### src/rtl/fma_dot_seq.sv
// Operand sequencer for a pipelined fp32 fma: interleaved dot-product lanes,
// followed by an in-order reduction of the lane sums through the same fma.
module fma_dot_seq #(
    parameter int WORDWIDTH = 32,
    parameter int FMA_LAT   = 3,
    parameter int LEN_W     = 16
) (
    input  logic                 clk_I,
    input  logic                 rst_I,
    input  logic                 start_I,
    input  logic [LEN_W-1:0]     len_I,
    output logic                 busy_O,
    input  logic                 in_valid_I,
    output logic                 in_ready_O,
    input  logic [WORDWIDTH-1:0] in_a_I,
    input  logic [WORDWIDTH-1:0] in_b_I,
    output logic [WORDWIDTH-1:0] fma_a_O,
    output logic [WORDWIDTH-1:0] fma_b_O,
    output logic [WORDWIDTH-1:0] fma_c_O,
    output logic                 fma_gate_O,
    input  logic [WORDWIDTH-1:0] fma_result_I,
    input  logic                 fma_ovf_I,
    input  logic                 fma_unf_I,
    output logic                 out_valid_O,
    input  logic                 out_ready_I,
    output logic [WORDWIDTH-1:0] out_data_O,
    output logic                 out_ovf_O,
    output logic                 out_unf_O
);

    localparam int LW = (FMA_LAT > 1) ? $clog2(FMA_LAT) : 1;
    localparam logic [WORDWIDTH-1:0] ONE = WORDWIDTH'(32'h3F80_0000);
    localparam logic [LW-1:0] LAST = LW'(FMA_LAT - 1);

    typedef enum logic [2:0] {
        S_IDLE,
        S_ACC,
        S_DRAIN,
        S_RED,
        S_DONE
    } state_t;

    state_t               state_q;
    logic [LEN_W-1:0]     len_q, cnt_q;
    logic [LW-1:0]        slot_q, k_q;
    logic [FMA_LAT-1:0]   tag_vld_q;
    logic [LW-1:0]        tag_lane_q [FMA_LAT];
    logic [WORDWIDTH-1:0] psum_q [FMA_LAT];
    logic [WORDWIDTH-1:0] sum_q;
    logic                 pend_q;
    logic [WORDWIDTH-1:0] a_q, b_q, c_q;
    logic [WORDWIDTH-1:0] a_d, b_d, c_d;
    logic                 busy_q, ovalid_q, ovf_q, unf_q;
    logic [WORDWIDTH-1:0] odata_q;

    logic          ret_vld, acc_issue, red_issue, issue, lane_phase;
    logic [LW-1:0] ret_lane, slot_nxt;

    assign ret_vld    = tag_vld_q[FMA_LAT-1];
    assign ret_lane   = tag_lane_q[FMA_LAT-1];
    assign in_ready_O = (state_q == S_ACC) && (cnt_q != len_q);
    assign acc_issue  = in_ready_O && in_valid_I;
    assign red_issue  = (state_q == S_RED) && !pend_q;
    assign issue      = acc_issue || red_issue;
    assign lane_phase = (state_q == S_ACC) || (state_q == S_DRAIN);
    assign slot_nxt   = (slot_q == LAST) ? '0 : slot_q + 1'b1;

    // Operands go out combinationally on the issue cycle so a lane result
    // returning FMA_LAT cycles later can be bypassed straight into its next issue.
    always_comb begin
        a_d = a_q;
        b_d = b_q;
        c_d = c_q;
        if (acc_issue) begin
            a_d = in_a_I;
            b_d = in_b_I;
            c_d = (ret_vld && ret_lane == slot_q) ? fma_result_I : psum_q[slot_q];
        end else if (red_issue) begin
            a_d = psum_q[k_q];
            b_d = ONE;
            c_d = sum_q;
        end
    end

    assign fma_a_O     = a_d;
    assign fma_b_O     = b_d;
    assign fma_c_O     = c_d;
    assign fma_gate_O  = !issue;
    assign busy_O      = busy_q;
    assign out_valid_O = ovalid_q;
    assign out_data_O  = odata_q;
    assign out_ovf_O   = ovf_q;
    assign out_unf_O   = unf_q;

    always_ff @(posedge clk_I) begin
        if (rst_I) begin
            state_q   <= S_IDLE;
            len_q     <= '0;
            cnt_q     <= '0;
            slot_q    <= '0;
            k_q       <= '0;
            tag_vld_q <= '0;
            for (int i = 0; i < FMA_LAT; i++) begin
                tag_lane_q[i] <= '0;
                psum_q[i]     <= '0;
            end
            sum_q    <= '0;
            pend_q   <= 1'b0;
            a_q      <= '0;
            b_q      <= '0;
            c_q      <= '0;
            busy_q   <= 1'b0;
            ovalid_q <= 1'b0;
            odata_q  <= '0;
            ovf_q    <= 1'b0;
            unf_q    <= 1'b0;
        end else begin
            a_q <= a_d;
            b_q <= b_d;
            c_q <= c_d;
            tag_vld_q     <= {tag_vld_q[FMA_LAT-2:0], issue};
            tag_lane_q[0] <= slot_q;
            for (int i = 1; i < FMA_LAT; i++)
                tag_lane_q[i] <= tag_lane_q[i-1];
            if (ret_vld) begin
                ovf_q <= ovf_q | fma_ovf_I;
                unf_q <= unf_q | fma_unf_I;
            end
            if (lane_phase)
                slot_q <= slot_nxt;
            if (lane_phase && ret_vld)
                psum_q[ret_lane] <= fma_result_I;
            if (acc_issue)
                cnt_q <= cnt_q + 1'b1;

            unique case (state_q)
                S_IDLE: begin
                    if (start_I) begin
                        busy_q <= 1'b1;
                        len_q  <= len_I;
                        cnt_q  <= '0;
                        ovf_q  <= 1'b0;
                        unf_q  <= 1'b0;
                        for (int i = 0; i < FMA_LAT; i++)
                            psum_q[i] <= '0;
                        if (len_I == '0) begin
                            state_q  <= S_DONE;
                            ovalid_q <= 1'b1;
                            odata_q  <= '0;
                        end else begin
                            state_q <= S_ACC;
                        end
                    end
                end
                S_ACC: begin
                    if (cnt_q == len_q)
                        state_q <= S_DRAIN;
                end
                S_DRAIN: begin
                    if (tag_vld_q == '0) begin
                        sum_q   <= psum_q[0];
                        k_q     <= LW'(1);
                        pend_q  <= 1'b0;
                        state_q <= S_RED;
                    end
                end
                S_RED: begin
                    if (red_issue) begin
                        pend_q <= 1'b1;
                    end else if (ret_vld) begin
                        sum_q  <= fma_result_I;
                        pend_q <= 1'b0;
                        if (k_q == LAST) begin
                            state_q  <= S_DONE;
                            ovalid_q <= 1'b1;
                            odata_q  <= fma_result_I;
                        end else begin
                            k_q <= k_q + 1'b1;
                        end
                    end
                end
                S_DONE: begin
                    if (out_ready_I) begin
                        state_q  <= S_IDLE;
                        ovalid_q <= 1'b0;
                        busy_q   <= 1'b0;
                    end
                end
                default: state_q <= S_IDLE;
            endcase
        end
    end

endmodule

### config.mk
export PLATFORM = sky130hd
export DESIGN_NAME = fma_dot_seq
export DESIGN_NICKNAME = d
export VERILOG_FILES = /design/src/rtl/fma_dot_seq.sv
export SDC_FILE = /design/constraint.sdc
export NUM_CORES = 1
export LEC_CHECK = 0
export CAP_MARGIN = 20
export CORE_MARGIN = 4
export CORE_UTILIZATION = 44
export CTS_CLUSTER_SIZE = 28
export DETAILED_ROUTE_END_ITERATION = 6
export GPL_TIMING_DRIVEN = 0
export PLACE_DENSITY = 0.73
export SYNTH_ARGS = -nofsm -noshare
export SYNTH_HDL_FRONTEND = slang
export SYNTH_SLANG_ARGS = --single-unit
### constraint.sdc
create_clock -name clk_I -period 4.59 [get_ports clk_I]
set_input_delay 0.918 -clock clk_I [delete_from_list [all_inputs] [get_ports clk_I]]
set_output_delay 0.918 -clock clk_I [all_outputs]
set_load 0.005 [all_outputs]
## Word-level counts from Yosys, hierarchy flattened

Memories as Yosys holds them, arrays and structs flattened. A register that Yosys moved wholly into a read port is not among the register bits.
Index checks and enable logic that the tools add are counted.

- $add $sub $neg: 3
- Eq/ne operators: 19
- Muxes and demuxes: 77
- Bitwise gates (word level): 8
- Reduce and logical (&&, ||, !) cells: 25

Operators with widths:

| kind | number |
|---|---|
| 32-bit two-way mux | 19 |
| 32-bit case mux with 2 select lines | 2 |
| 16-bit two-way mux | 3 |
| 32-bit OR reduction | 1 |
| 1-bit two-way mux | 27 |
| 2-bit two-way mux | 13 |
| 3-bit two-way mux | 8 |
| 16-bit by 1-bit adder with 16-bit output (second input constant) | 1 |
| 16-bit == test | 1 |
| 16-bit logical NOT | 1 |
| 16-bit != test | 1 |
| 3-bit case mux with 5 select lines | 1 |
| 7-bit AND reduction | 2 |
| 2-bit != test (second input constant) | 6 |
| 1-bit OR | 8 |
| 3-bit by 2-bit == test with 1-bit output (second input constant) | 2 |
| 3-bit logical NOT | 2 |
| 2-bit by 1-bit != test with 1-bit output (second input constant) | 3 |
| 3-bit AND reduction | 2 |
| 6-bit AND reduction | 1 |
| 2-bit nonzero test | 3 |
| 1-bit logical AND | 5 |
| 5-bit AND reduction | 1 |
| 2-bit by 1-bit adder with 2-bit output (second input constant) | 2 |
| 13 further kinds | 17 |

- Bits in registers: 207
- Bits in writable memories: 102
- Memories kept: 2

Memories:

| name | words | bits a word | rd ports | clocked after Yosys merged registers in | wr ports | line | text |
|---|---|---|---|---|---|---|---|
| psum_q | 3 | 32 | 3 | 2 | 3 | 48 | `logic [WORDWIDTH-1:0] psum_q [FMA_LAT];` |
| tag_lane_q | 3 | 2 | 3 | 0 | 3 | 47 | `logic [LW-1:0] tag_lane_q [FMA_LAT];` |

## Longest topological paths before layout

Gate-level depths: netlist of the first run.

- Depth in word-level cells: 8
- Mapped depth: 8
- Depth with buffers taken out: 7

## Least setup slack after synthesis of the first run

No wires, ideal clock.

- Kind: in2reg
- Start: input rst_I
- End: memory psum_q[2][0] (enable)
- Library setup time: 0.470 ns
- Data arrival time: 3.785 ns
- Required time: 4.120 ns
- Slack: 0.335 ns
- Stages on the path: 4
- Path through: clkbuf_1 -> nor2_1 -> nand3_1 -> o31ai_1

RTL lines:

| what | line | text |
|---|---|---|
| start, declared | 9 | `input logic rst_I,` |
| end, declared | 48 |  |

## Worst setup path in the final report of the first run

- Start: input in_valid_I
- End: output fma_a_O[0]

- Word-level cells in the longest chain between the ends: 2

RTL lines:

| what | line | text |
|---|---|---|
| start, declared | 13 | `input logic in_valid_I,` |
| 1-bit logical AND | 62 | `assign acc_issue = in_ready_O && in_valid_I;` |
| 32-bit two-way mux | 74 | `if (acc_issue) begin` |
| end, declared | 17 | `output logic [WORDWIDTH-1:0] fma_a_O,` |

Every way passes these cells.

==> impl_metrics.yaml, run 1 <==
status:
  status: "finished, final reports clean"
worst_hold_path:
  hold_path_class: "reg -> reg"
timing:
  maxSlewHeadroom: 0.3213
  fin_worst_skew_ps: 19.79
  fin_hold_ws_ps: 444.1
  setup_ws_ps: 80.90
  period_share: 0.9824
  finalSetupViolCount: 0
  setup_tns_ps: 0
  fmax_mhz: 221.8
  post-route-min-period_ps: 4509
  hold_violations: 0
  tightest_slew_ps: 1018
  drv_slew: 0
  rsz0062_at_grt: "no"
global_route:
  grt.total_usage: 0.2515
  antenna_found_initial: 1
  grt_max_degree: 28
  grt_overflow_total: 0
  first_global_vias: 13968
  grt_pass1_wl_mm: 80.47
worst_setup_path:
  setup.worst_path.start_class: "input pin"
  critPathMaxStageDelay_ps: 580
  slowest_stage: "clkdlybuf4s50_1"
  reg2reg_slack_ps: 1430
  path_cells: "clkdlybuf4s50_1 -> nand3b_1 -> buf_2 -> buf_2 -> nor3_1 -> a21oi_1 -> clkdlybuf4s50_1"
  crit_family: "buffers and inverters"
  worstSetupPathType: "in -> out"
  critPathMaxFanout: 10
  worst-path-buf-inv: 4
  cp_data_required_time_ps: 3670
  crit_arrival_ps: 3590
  worst_setup_path_end_kind: "output pin"
cells_and_area:
  final_cells: 2294
  nets: 1918
  stdcell_area_um2: 20920
  layout-drive-gt1-share: 0.1583
  fill_cells: 3044
  syn_to_final_growth_pct: 27.22
  diodes: 0
synthesis:
  synth_top_cell_by_area: "dfxtp_1"
  ys.flop_type: "dfxtp_1"
  synth-edff-count: 128
  syn_avg_cell_area_um2: 10.96
  syn_area_um2: 16440
  syn_nets: 1621
  yosys-top-cells-count: "dfxtp_1 (217), a21oi_1 (138), nand2_1 (135), edfxtp_1 (128), nor2_1 (89)"
  synth.top_cell.area_share: 0.2642
  netlist_instances: 1500
  async_flop_share: 0
  synth_cell_type_count: 48
  synth.yosys.seq_area_share: 0.4980
  yosys-top-cells-area: "dfxtp_1 (26%), edfxtp_1 (23%), mux4_2 (8.8%)"
  yosys_warnings: 0
  ys_ff_latch: 345
  synth.most_common_cell: "dfxtp_1"
placed_design:
  placed_area_um2: 19690
  dp_cells: 2224
  place.gp.congestion: 0.8990
  dp_hpwl_mm: 37.28
  portBuffers: 251
  dpl_worst_slack_ps: -223.5
clock_network:
  cts_buffer_depth: 3
  cts.htree.levels: 2
  clk_pin_slew_ps: 60
  cts_tree: "yes"
  insertion_delay_ps: 530
  cts_root_buf: "clkbuf_16"
  hold_buffers: 0
  cts_sinks: 345
  numCtsBuffers: 37
power:
  cellLeakagePower_uw: 0.007583
  power.density_nw_per_um2: 442.5
  vdd_drop_max_mv: 0.2619
die:
  die_h_um: 201.3
  die_w_um: 201.3
  initial_core_util: 0.4480
  pin_count: 253
  core_area_um2: 36700
  core.rowCount: 70
  dieArea_um2: 40530
drt:
  detail-route-antenna-nets: 0
  routed_wirelength_mm: 52.51
  vias: 13638
  drc_errors: 0
  via_per_inst: 5.945
  drt-initial-drc-count: 1003
  drt_pre_antenna_iters: 5
  wire_per_inst_um: 22.89
run:
  cap_viol_max_count: 0
==> placed cells by master, fill, tap and decap left out, types with 37 or more instances in the layout <==
cell type and instances:
clkdlybuf4s50_1 251, dfxtp_1 217, a21oi_1 136, nand2_1 134
edfxtp_1 128, clkbuf_1 88, nor2_1 88, nor3_1 76
and2_1 67, mux2i_1 66, mux4_2 64, buf_2 48
clkbuf_16 40, nand3_1 38, a211oi_2 38, and3_1 37
==> per-stage QoR <==
step                total power (uW)  utilization
global route                    9633       0.5700
CTS                             9276       0.5694
finish                          9256       0.5700
detailed placement              6302       0.5364
global placement                6232       0.5325
floorplan                       5089            -
==> layer usage <==
metal  GRT usage  up-vias  share of wire
met3     0.05415      123          0.085
met1      0.3256     6620           0.40
met4      0.1021        2          0.041
met5           0        -        0.00030
li1            -     6229              -
met2      0.4136      664           0.47
==> layout make-up <==
class                           instances  area, um2  share of cell area
Multi-Input combinational cell       1011       7610              0.3638
Sequential cell                       345       8188              0.3914
Buffer                                140      678.2             0.03242
Inverter                                4      15.01           0.0007178
Tap cell                              468      585.6             0.02799
Clock buffer                           63       1127             0.05389
Timing Repair Buffer                  258       2638              0.1261
Clock inverter                          5      76.32            0.003649
==> kinds of logic (layout without fill, tap and decap cells) <==
kind of cell,count (synthesis),in the layout,synth area share
AO/OA/AOI/OAI,327,327,0.1481
XOR/XNOR,18,18,0.009588
adder cells (fa/ha/maj),2,2,0.001522
buffers and inverters,144,470,0.04193
flip-flops,345,345,0.4980
multiplexers,164,164,0.1511
AND/OR/NAND/NOR,500,500,0.1498
==> report_power, final <==
group          switching [uW]  internal (uW)  leakage, uW
Clock                    1200           1780     0.000580
Sequential                144           3490      0.00309
Combinational            1390           1240      0.00391
==> timing repair <==
item | 4_1_cts | 5_1_grt
pin swaps | 0 | 0
gates cloned | 0 | 0
endpoints found under the setup margin | 29 | 26
buffers inserted | 0 | 2
gates resized for setup | 3 | 3
==> final timing paths <==
kind / startpoint / endpoint / depth (start not counted)
max: in_valid_I / fma_a_O[0] / 7
min reg2reg: tag_lane_q[0][1] / tag_lane_q[0][3] / 1
min: tag_lane_q[0][1] / tag_lane_q[0][3] / 1
max reg2reg: tag_vld_q[2] / out_data_O[8] / 7
==> worst reg2reg max path: cells and delay by family, from the launching register on <==
family | cells | cell delay (ps)
flops | 1 | 340
buf+inv | 2 | 880
simple gates | 3 | 970
compound gates | 2 | 820
==> sequential cells by signal, indices dropped and copies added (netlist names), 16 cells and up, named ones only <==
signal	cells
c_q	32
cnt_q	16
out_data_O	32
b_q	32
sum_q	32
a_q	32
len_q	16
psum_q	128
(Power assumes the default switching activity.)
==> run 2, diff against run 1 <==
--- a/config.mk
+++ b/config.mk
@@ -11,6 +11,7 @@
 export CTS_CLUSTER_SIZE = 28
 export DETAILED_ROUTE_END_ITERATION = 6
 export GPL_TIMING_DRIVEN = 0
+export HOLD_SLACK_MARGIN = 0.1
 export PLACE_DENSITY = 0.73
 export SYNTH_ARGS = -nofsm -noshare
 export SYNTH_HDL_FRONTEND = slang
==> results of run 2 <==
Final layout, timing and power as in run 1 (identical DEF).
==> run 3, diff against run 2 <==
--- a/config.mk
+++ b/config.mk
@@ -13,6 +13,7 @@
 export GPL_TIMING_DRIVEN = 0
 export HOLD_SLACK_MARGIN = 0.1
 export PLACE_DENSITY = 0.73
+export SLEW_MARGIN = 20
 export SYNTH_ARGS = -nofsm -noshare
 export SYNTH_HDL_FRONTEND = slang
 export SYNTH_SLANG_ARGS = --single-unit
==> impl_metrics.yaml, run 3 (synthesis gave the netlist of run 1 again) <==
placed_design:
  dp_hpwl_mm: 37.73
  portBuffers: 251
  dp_cells: 2226
  place.gp.congestion: 0.8990
  placed_area_um2: 19730
cells_and_area:
  largest_register_ffs: 128
  layout_common_cells: "clkdlybuf4s50_1 (251), dfxtp_1 (217), a21oi_1 (138)"
  layout-drive-gt1-share: 0.1597
  register_area_um2: 8188
  final_common_cell: "clkdlybuf4s50_1"
  multiInputGateArea_um2: 7607
  stdcell_area_um2: 20990
  top_register: "psum_q"
  syn_to_final_growth_pct: 27.63
  fill_cells: 3053
  nets: 1920
  final_cells: 2297
timing:
  finalSetupViolCount: 0
  period_share: 0.9751
  maxSlewHeadroom: 0.2626
  fin_worst_skew_ps: 12.74
  post-route-min-period_ps: 4476
  hold_violations: 0
  setup_tns_ps: 0
  tightest_slew_ps: 1106
  drv_slew: 0
  rsz0062_at_grt: "no"
  fmax_mhz: 223.4
worst_hold_path:
  min_from: "tag_lane_q[0][1]"
  min_path_cells: 1
  hold_path_class: "reg -> reg"
  min_to: "tag_lane_q[0][3]"
worst_setup_path:
  ff2ff_path_depth: 7
  timing.rr.end: "out_data_O[19]"
  crit_arrival_ps: 3560
  critPathMaxFanout: 10
  worstSetupPathType: "in -> out"
  worst_setup_path_end_kind: "output pin"
  rr_startpoint: "tag_vld_q[2]"
  cp_data_required_time_ps: 3670
  setup.worst_path.start_class: "input pin"
  reg2reg_slack_ps: 1380
drt:
  detail-route-antenna-nets: 0
  wire_per_inst_um: 23.17
  via_per_inst: 5.975
  drt_pre_antenna_iters: 5
  vias: 13724
  routed_wirelength_mm: 53.23
  drt-initial-drc-count: 1141
  drc_errors: 0
global_route:
  grt_util_met2: 0.4077
  first_global_vias: 14077
  grt_overflow_total: 0
  antenna_found_initial: 1
  top_usage_layer: "met2"
  grtUsageMet3: 0.06882
  grt_max_degree: 18
  grt.total_usage: 0.2524
  grt_pass1_wl_mm: 81.05
  grt_use_met1: 0.3222
clock_network:
  cts_root_buf: "clkbuf_16"
  numCtsBuffers: 38
  cts_buffer_depth: 3
  insertion_delay_ps: 530
  cts_tree: "yes"
  cts.htree.levels: 2
  cts_sinks: 345
  clk_pin_slew_ps: 60
power:
  vdd_drop_max_mv: 0.2459
  power.density_nw_per_um2: 444.1
  cellLeakagePower_uw: 0.007623
die:
  die_w_um: 201.3
  pin_count: 253
  core.rowCount: 70
  initial_core_util: 0.4480
  die_h_um: 201.3
  core_area_um2: 36700
  dieArea_um2: 40530
run:
  cap_viol_max_count: 0
status:
  status: "finished, final reports clean"
==> run 3: changes by cell type in the layout (fill, tap and decap cells not counted), moves of 2 or more <==
cell      delta
clkbuf_1     -8
clkinv_1     +4
clkinv_2     +4
a21oi_1      +2
a21oi_2      -2
buf_12       -2
buf_16       +2
==> run 3: per-layer routing <==
layer / routed length [um] / share of wire
met1: 21230 / 0.40
met2: 24690 / 0.46
met3: 5010 / 0.094
met4: 2298 / 0.043
met5: 0 / 0
==> run 3: metrics by stage <==
stage               worst slack, ps    util  hold WS, ps  power, uW
floorplan                     334.8       -        413.8       5089
global placement              -2060  0.5325        423.2       6232
detailed placement           -227.8  0.5375        425.1       6305
CTS                           50.63  0.5715        440.2       9347
global route                  34.54  0.5718        462.1       9702
finish                        114.4  0.5718        439.1       9320
==> run 3: cell type report <==
class                   instances  area share
diodes                          1   0.0001192
inverters                       4   0.0007155
well taps                     468     0.02790
multi-input cells            1011      0.3625
flip-flops and latches        345      0.3902
clock inverters                12    0.004889
plain buffers                 140     0.03226
clock buffers                  57     0.05414
repair buffers                259      0.1273
==> run 3: timing repair <==
action | CTS | global route
resized for setup | 3 | 1
setup endpoints to repair | 34 | 5
buffers inserted | 0 | 1
hold buffers | 0 | 0
==> run 3: worst max-delay path by stage <==
stage                    start  cells past startpoint            end
finish              in_valid_I                      7     fma_a_O[0]
global route        in_valid_I                      7    fma_a_O[10]
CTS                 in_valid_I                      7    fma_c_O[23]
detailed placement  in_valid_I                      7    fma_a_O[31]
global placement         rst_I                      4  psum_q[2][11]
floorplan                rst_I                      4   psum_q[2][0]
==> run 3: where the power goes <==
part           leakage (uW)  internal, uW  switching [uW]  total [uW]
clock              0.000608          1820            1230        3050
sequential          0.00309          3490             146        3640
combinational       0.00393          1240            1390        2630
total               0.00762          6550            2770        9320
==> run 3: worst max-delay path, cell delays in order <==
cell and delay (ps):
clkdlybuf4s50_1 490, nand3b_1 340, buf_2 380, buf_2 390
nor3_1 160, a21oi_1 300, clkdlybuf4s50_1 570
